**src/rtl/viterbi_pkg.sv**
```systemverilog
// Shared Viterbi decoder constants and trellis helpers for the 8-state, rate-1/2 code.
package viterbi_pkg;

  localparam int NUM_STATES = 8;
  localparam int STATE_W    = 3;
  localparam int BM_W       = 2;
  localparam int PM_W_DFLT  = 8;

  typedef logic [PM_W_DFLT-1:0] pm_t;

  // Shift-register trellis: next = {in_bit, s[2:1]}, so both predecessors share n[1:0].
  function automatic logic [STATE_W-1:0] pred0(input logic [STATE_W-1:0] n);
    return {n[1:0], 1'b0};
  endfunction

  function automatic logic [STATE_W-1:0] pred1(input logic [STATE_W-1:0] n);
    return {n[1:0], 1'b1};
  endfunction

endpackage

```
**src/rtl/acs_cell.sv**
```systemverilog
// One add-compare-select cell: two candidate metrics, keep the smaller (ties go to predecessor 0).
import viterbi_pkg::*;

module acs_cell #(
  parameter int PM_W = 8
) (
  input  logic [PM_W-1:0] pm_a,
  input  logic [PM_W-1:0] pm_b,
  input  logic [BM_W-1:0] bm_a,
  input  logic [BM_W-1:0] bm_b,
  output logic [PM_W:0]   sum,
  output logic            dec
);

  logic [PM_W:0] c0;
  logic [PM_W:0] c1;

  assign c0  = {1'b0, pm_a} + {{(PM_W+1-BM_W){1'b0}}, bm_a};
  assign c1  = {1'b0, pm_b} + {{(PM_W+1-BM_W){1'b0}}, bm_b};
  assign dec = (c1 < c0);
  assign sum = dec ? c1 : c0;

endmodule

```
**src/rtl/acs_pm_bank.sv**
```systemverilog
// Eight-state ACS bank with path-metric registers, MSB normalisation, best-state search
// and a saturating symbol counter.
import viterbi_pkg::*;

module acs_pm_bank #(
  parameter int PM_W      = 8,
  parameter int INIT_BIAS = 16,
  parameter int CNT_W     = 16
) (
  input  logic                                  clk,
  input  logic                                  rst_n,
  input  logic                                  start,
  input  logic                                  in_valid,
  input  logic [NUM_STATES-1:0][BM_W-1:0]       bm0,
  input  logic [NUM_STATES-1:0][BM_W-1:0]       bm1,
  output logic                                  dec_valid,
  output logic [NUM_STATES-1:0]                 dec,
  output logic [STATE_W-1:0]                    best_state,
  output logic [NUM_STATES-1:0][PM_W-1:0]       pm,
  output logic                                  norm_pulse,
  output logic [CNT_W-1:0]                      sym_cnt
);

  logic [NUM_STATES-1:0][PM_W-1:0] pm_init;
  logic [NUM_STATES-1:0][PM_W-1:0] pm_old;
  logic [NUM_STATES-1:0][PM_W:0]   sum;
  logic [NUM_STATES-1:0]           d;
  logic [NUM_STATES-1:0]           msb;
  logic [NUM_STATES-1:0][PM_W-1:0] pm_new;
  logic                            norm;
  logic [STATE_W-1:0]              best;
  logic [PM_W-1:0]                 best_val;

  always_comb begin
    pm_init = '0;
    for (int i = 1; i < NUM_STATES; i++) begin
      pm_init[i] = PM_W'(INIT_BIAS);
    end
  end

  // A start pulse lets the same cycle's symbol run on fresh metrics.
  assign pm_old = start ? pm_init : pm;

  for (genvar n = 0; n < NUM_STATES; n++) begin : g_acs
    acs_cell #(.PM_W(PM_W)) u_acs (
      .pm_a (pm_old[pred0(STATE_W'(n))]),
      .pm_b (pm_old[pred1(STATE_W'(n))]),
      .bm_a (bm0[n]),
      .bm_b (bm1[n]),
      .sum  (sum[n]),
      .dec  (d[n])
    );
    assign msb[n] = sum[n][PM_W-1];
  end

  // Bounded spread keeps every metric inside PM_W bits, so dropping the shared MSB is exact.
  assign norm = &msb;

  always_comb begin
    pm_new = '0;
    for (int i = 0; i < NUM_STATES; i++) begin
      pm_new[i] = sum[i][PM_W-1:0];
      if (norm) begin
        pm_new[i][PM_W-1] = 1'b0;
      end
    end
  end

  always_comb begin
    best     = '0;
    best_val = pm_new[0];
    for (int i = 1; i < NUM_STATES; i++) begin
      if (pm_new[i] < best_val) begin
        best     = STATE_W'(i);
        best_val = pm_new[i];
      end
    end
  end

  always_ff @(posedge clk or negedge rst_n) begin
    if (!rst_n) begin
      pm         <= pm_init;
      dec        <= '0;
      best_state <= '0;
      dec_valid  <= 1'b0;
      norm_pulse <= 1'b0;
      sym_cnt    <= '0;
    end else if (in_valid) begin
      pm         <= pm_new;
      dec        <= d;
      best_state <= best;
      dec_valid  <= 1'b1;
      norm_pulse <= norm;
      if (start) begin
        sym_cnt <= CNT_W'(1);
      end else if (sym_cnt != {CNT_W{1'b1}}) begin
        sym_cnt <= sym_cnt + CNT_W'(1);
      end
    end else begin
      dec_valid  <= 1'b0;
      norm_pulse <= 1'b0;
      if (start) begin
        pm      <= pm_init;
        sym_cnt <= '0;
      end
    end
  end

endmodule

```
**config.mk**
```make
export PLATFORM = sky130hd
export DESIGN_NAME = acs_pm_bank
export DESIGN_NICKNAME = d
export VERILOG_FILES = /design/src/rtl/viterbi_pkg.sv /design/src/rtl/acs_cell.sv /design/src/rtl/acs_pm_bank.sv
export SDC_FILE = /design/constraint.sdc
export NUM_CORES = 1
export LEC_CHECK = 0
export ABC_CLOCK_PERIOD_IN_PS = 39700
export CAP_MARGIN = 20
export CORE_MARGIN = 8
export CORE_UTILIZATION = 45
export DETAILED_ROUTE_END_ITERATION = 8
export GPL_TIMING_DRIVEN = 0
export PLACE_DENSITY = 0.64
export SYNTH_ARGS = -nofsm -noshare
export SYNTH_HDL_FRONTEND = slang
export SYNTH_SLANG_ARGS = --single-unit
export TNS_END_PERCENT = 100
```
**constraint.sdc**
```tcl
create_clock -name clk -period 39.7 [get_ports clk]
set_input_delay 5.955 -clock clk [delete_from_list [all_inputs] [get_ports clk]]
set_output_delay 5.955 -clock clk [all_outputs]
set_load 0.02 [all_outputs]
```
* Word level (Yosys, flattened, before mapping)
Index checks and enable logic that the tools add are counted. W data, S select, Z words.
Cells by class: add/sub/neg operators 17, $lt $le $gt $ge 15, equality and inequality tests 1, mux-type cells 37, reductions and logical operators 4
Operators with widths (number):
- $add A8 B2 Y9 | 16
- $mux W64 | 2
- $mux W8 | 14
- $lt A9 B9 Y1 | 8
- $mux W16 | 4
- $lt A8 B8 Y1 | 7
- $mux W3 | 6
- $add A16 B1 Y16 const B | 1
- $ne A16 B16 Y1 const B | 1
- $mux W1 | 11
- $reduce_and A8 Y1 | 1
- $reduce_bool A2 Y1 | 2
- $reduce_and A2 Y1 | 1
Storage, ports and cells: register bits 93, bits of input ports 36, output and inout port bits 93, word-level logic and storage cells 87

* Logic depth before layout (Yosys ltp)
depth in word-level cells 20, gate-level depth with buffers 93, gate-level depth less buffers 79

* By module
Synthesis repeated with hierarchy kept, for this count alone.
Unflattened totals: cell total of the unflattened synthesis 1280, area total of the unflattened synthesis 11177.0 um2
By module, submodules not included:
- acs_pm_bank | times used 1, cells each 636, area each 6269.8 um2, seq. area each 2336.0 um2
- acs_cell at g_acs[1].u_acs ... | times used 6, cells each 81, area each 614.3 um2, seq. area each 0.0 um2
- acs_cell at g_acs[0].u_acs ... | times used 2, cells each 79, area each 610.6 um2, seq. area each 0.0 um2

* Worst setup path after synthesis
Ideal clock, no wire load.
kind input to register, start input start, end register best_state[0], library setup time 126 ps, arrival 22751 ps, required time 39574 ps, path slack 16823 ps, stages on the path 83, path buffers 15, path through buf_2 -> clkbuf_1 -> buf_1 -> buf_1 -> clkbuf_1 -> buf_1 -> buf_1 -> clkbuf_1 -> clkbuf_1 -> clkbuf_1 -> nor2b_1 -> ha_1 -> ha_1 -> a21oi_1 -> nor3_1 -> nand3_1 -> xor2_1 -> nor2_1 -> [47 not listed] -> a221o_1 -> nand2b_1 -> buf_4 -> mux2i_1 -> inv_1 -> ha_1 -> a21o_1 -> a21o_1 -> a21oi_1 -> and3_1 -> a21oi_4 -> mux2i_1 -> ha_1 -> nand4_1 -> or2_2 -> o21ai_0 -> nand2_1 -> o32a_1
Between the ends: word-level cells in the longest chain between the ends 20, elaborated cells on any way between the ends 62, classes of those cells 16 x add/sub; 15 x order compare; 30 x mux; 1 x reduce/logical
RTL lines:
- start, declared | line acs_pm_bank.sv:12 | input logic start,
- $mux W64 (*)
- $add A8 B2 Y9 (on tied branches) | line acs_cell.sv:19, acs_cell.sv:18
- $lt A9 B9 Y1 | line acs_cell.sv:20 | assign dec = (c1 < c0);
- $mux W8 | line acs_cell.sv:21 | assign sum = dec ? c1 : c0;
- $reduce_and A8 Y1 | line acs_pm_bank.sv:57 | assign norm = &msb;
- $mux W1 | line acs_pm_bank.sv:63 | if (norm) begin
- $lt A8 B8 Y1 | line acs_pm_bank.sv:73 | if (pm_new[i] < best_val) begin
- $mux W8 | line acs_pm_bank.sv:73
- [4 not listed]
- $lt A8 B8 Y1 | line acs_pm_bank.sv:73
- $mux W8 | line acs_pm_bank.sv:73
- $lt A8 B8 Y1 | line acs_pm_bank.sv:73
- $mux W8 | line acs_pm_bank.sv:73
- $lt A8 B8 Y1 | line acs_pm_bank.sv:73
- $mux W8 | line acs_pm_bank.sv:73
- $lt A8 B8 Y1 | line acs_pm_bank.sv:73
- $mux W3 (*) | line acs_pm_bank.sv:73
- end signal, assigned | line acs_pm_bank.sv:91 | best_state <= best;
- end, declared | line acs_pm_bank.sv:18 | output logic [STATE_W-1:0] best_state,
Mark *: on every way between the ends. The rest lies on a longest branch, timed or not. A chain may end at the register's enable or synchronous reset.

* Worst setup path in the final report
start input start, end register best_state[2]
The elaborated chain is that of the path after synthesis.

==> key figures <==
Status
  – Status: finished, final reports clean

Route
  – Via count: 11400
  – Drt pass-1 iters: 5
  – Uppermost layer routed: met4
  – Routed wire length: 41.6 mm
  – # DRC: 0
  – WL met2: 18.2 mm
  – Routed Antenna Nets: 0
  – Met1 wire length: 19.5 mm
  – Routed len/inst: 22.1 um
  – Via density: 6.05
  – DR iter-0 viols: 1293
  – Met3 wire len: 2.86 mm

Setup path
  – Crit path max fanout: 10
  – CP Launch Type: input pin
  – CP Capture Point: best_state[2]
  – Cells on worst reg2reg path: 73
  – Crit Path Category: input pin to register
  – CP Capture Type: register
  – Worst r2r src: pm[24]
  – Max stage delay on crit path: 0.85 ns
  – Slowest CP cell: a21oi_1
  – Data required time at the worst endpoint: 39.97 ns
  – CP most frequent cell: ha_1
  – Crit path DAT: 30.44 ns
  – R2r endpoint: best_state[2]
  – Reg2Reg Setup Slack: 21.68 ns
  – Crit path launch: start

STA
  – Fin. Hold Viols: 0
  – Max-slew violation count: 0
  – Headroom to the max-slew limit: 26.7%
  – Fmax: 0.0332 GHz
  – Worst slew pin tran: 1.10 ns
  – Setup Skew: 0.0161 ns
  – Fin crit period: 30.17 ns
  – Final setup vio count: 0
  – Final worst path period share: 76.0%
  – RSZ-0062 raised after global routing: no
  – Post-route setup TNS: 0 ns

Global route
  – Pin count of the biggest net entering global routing: 50
  – First-pass GRT wire length: 63.6 mm
  – Antenna violations before repair: 0
  – GRT Residual Overflow: 0
  – Total track usage: 26.6%
  – Vias in the first global route: 10800

Synth
  – Sequential-to-total area share from yosys stat: 20.7%
  – Main synth FF type: dfrtp_1
  – Mapped Cells: 1413
  – Largest cells by area after synthesis: dfrtp_1, ha_1, nor2_1
  – Synth Area in XOR/XNOR: 6.75%
  – Synth unique cells: 83
  – Mapped Area: 11300 um^2
  – Adder-cell share of the synthesized area: 17.1%
  – Synth Area in Simple Gates: 21.0%
  – Mapped Avg Cell Area: 7.98 um^2
  – Synthesized flop and latch total: 93
  – List of most frequent post-synthesis cells: nor2_1, ha_1, nand2_1
  – Yosys top cell area share: 19.1%
  – Synth warnings: 0
  – Count leader, synth: nor2_1
  – Post-synthesis mux area share: 9.22%
  – Post-synthesis compound-gate area fraction: 20.3%
  – EDFF count, synth: 0
  – Combinational family with the most area after synthesis: simple AND/OR/NAND/NOR gates
  – Syn_nets: 1592
  – Yosys top cell by area: dfrtp_1
  – Async S/R FF share, synth: 100%

Place
  – Routability Congestion: 0.944
  – Buffers on Ports: 128
  – Dpl hpwl: 33.3 mm

Clock tree
  – Post-CTS sizing: 0
  – CTS buffer count: 9
  – CTS tree: yes
  – CTS Root Cell: clkbuf_16
  – Post CTS Setup Buffer Count: 0
  – Clock Pin Slew Worst Setup and Hold Paths: 0.08 ns
  – H-Tree Depth: 3
  – # hold bufs at CTS: 0
  – Clock latency on the worst-skew pair: 0.38 ns
  – Clock Tree Buf Depth: 2
  – Clock sink count: 93

Job
  – Max Cap Viol: 0

Layout
  – FILL cells: 2420
  – Layout cells sized above 1: 6.48%
  – # nets final: 1732
  – Antenna diodes: 0
  – Area growth from synthesis to layout: 17.9%

Floorplanning
  – Die Ht: 174 um
  – Core Footprint: 24900 um^2
  – Initial core utilization: 45.3%
  – Die W: 174 um
  – Row cnt: 58
  – IO Count: 129
  – Die ar.: 30400 um^2

Hold path
  – Worst hold-check path type: register to register
[sequential cells by signal (all words and copies together), names as in the netlist]
register and flops:
best_state 3, dec 8, dec_valid 1, norm_pulse 1, pm 64, sym_cnt 16
[critical path, delay by kind of cell]
kind / cells / cell delay [ns]
adders and majority gates: 10 / 2.96
AOI/OAI and AO/OA: 28 / 7.08
and+or+nand+nor: 20 / 3.82
muxes: 6 / 1.92
buffers and inverters: 19 / 8.43
xor gates and xnor gates: 1 / 0.17
[logic make-up (layout without fill, tap and decap cells)]
logic type / after synthesis / in the layout
AND/OR/NAND/NOR: 494 / 494
multiplexers: 98 / 98
flip-flops: 93 / 93
adder cells (fa/ha/maj): 151 / 151
XOR/XNOR: 87 / 87
buffers and inverters: 145 / 290
AO/OA/AOI/OAI: 345 / 345
[layer usage]
layer | up-vias | track usage [%]
li1 | 5318 | -
met1 | 5551 | 37.8
met2 | 491 | 41.3
met3 | 67 | 3.10
met4 | 0 | 8.62
met5 | - | 0
[how the worst min path moves through the flow]
stage / cells after the start / startpoint / end
2_1_floorplan: 2 / pm[12] / pm[12]
3_3_place_gp: 2 / dec[6] / dec[6]
3_5_place_dp: 2 / dec[6] / dec[6]
4_1_cts: 2 / dec[6] / dec[6]
5_1_grt: 2 / dec[6] / dec[6]
6_report: 2 / dec[6] / dec[6]
[area by class of cell]
cell class,count,area (um^2),share of cell area [%]
Clock inverter,7,80.1,0.602
Clock buffer,9,225,1.69
Multi-Input combinational cell,1175,8390,63.1
Sequential cell,93,2340,17.6
Buffer,56,220,1.66
Tap cell,330,413,3.10
Timing Repair Buffer,129,1310,9.82
Inverter,89,334,2.51
[stage by stage]
stage	instance area [um^2]	cells	worst slack (ns)	util (%)	hold slack, ns
CTS	13300	1888	10.17	53.5	0.496
global route	13300	1888	8.61	53.5	0.511
global placement	13000	1871	9.87	52.1	0.476
floorplan	11300	1413	16.82	-	0.592
finish	13300	1888	9.53	53.5	0.493
detailed placement	13000	1872	9.83	52.2	0.478
[cells in the final DEF (no fill, tap or decap), types with 6 or more instances in the layout]
master           instances
nor2_1                 160
clkdlybuf4s50_1        127
nand3_1                 37
nor3_1                  22
mux2i_1                 59
a211oi_1                 6
inv_1                   88
a21oi_1                114
a21o_1                  39
o21a_1                   7
dfstp_2                  7
o32ai_1                  7
and3_1                  11
clkbuf_16                9
dfrtp_1                 86
ha_1                   135
a22o_1                  10
xnor2_1                 30
o21ai_0                 82
or2_2                    8
mux2_2                  36
nor4_1                   8
buf_1                   11
fa_1                     8
nand4_1                 17
nand2_1                116
xor2_1                  57
clkbuf_1                39
maj3_1                   6
nand2b_1                26
o211ai_1                 9
or3_1                   25
nor2b_1                 39
Power is left out: the tool's default activity adds up to more than one toggle a clock period on the data nets, which glitch-free logic cannot reach.
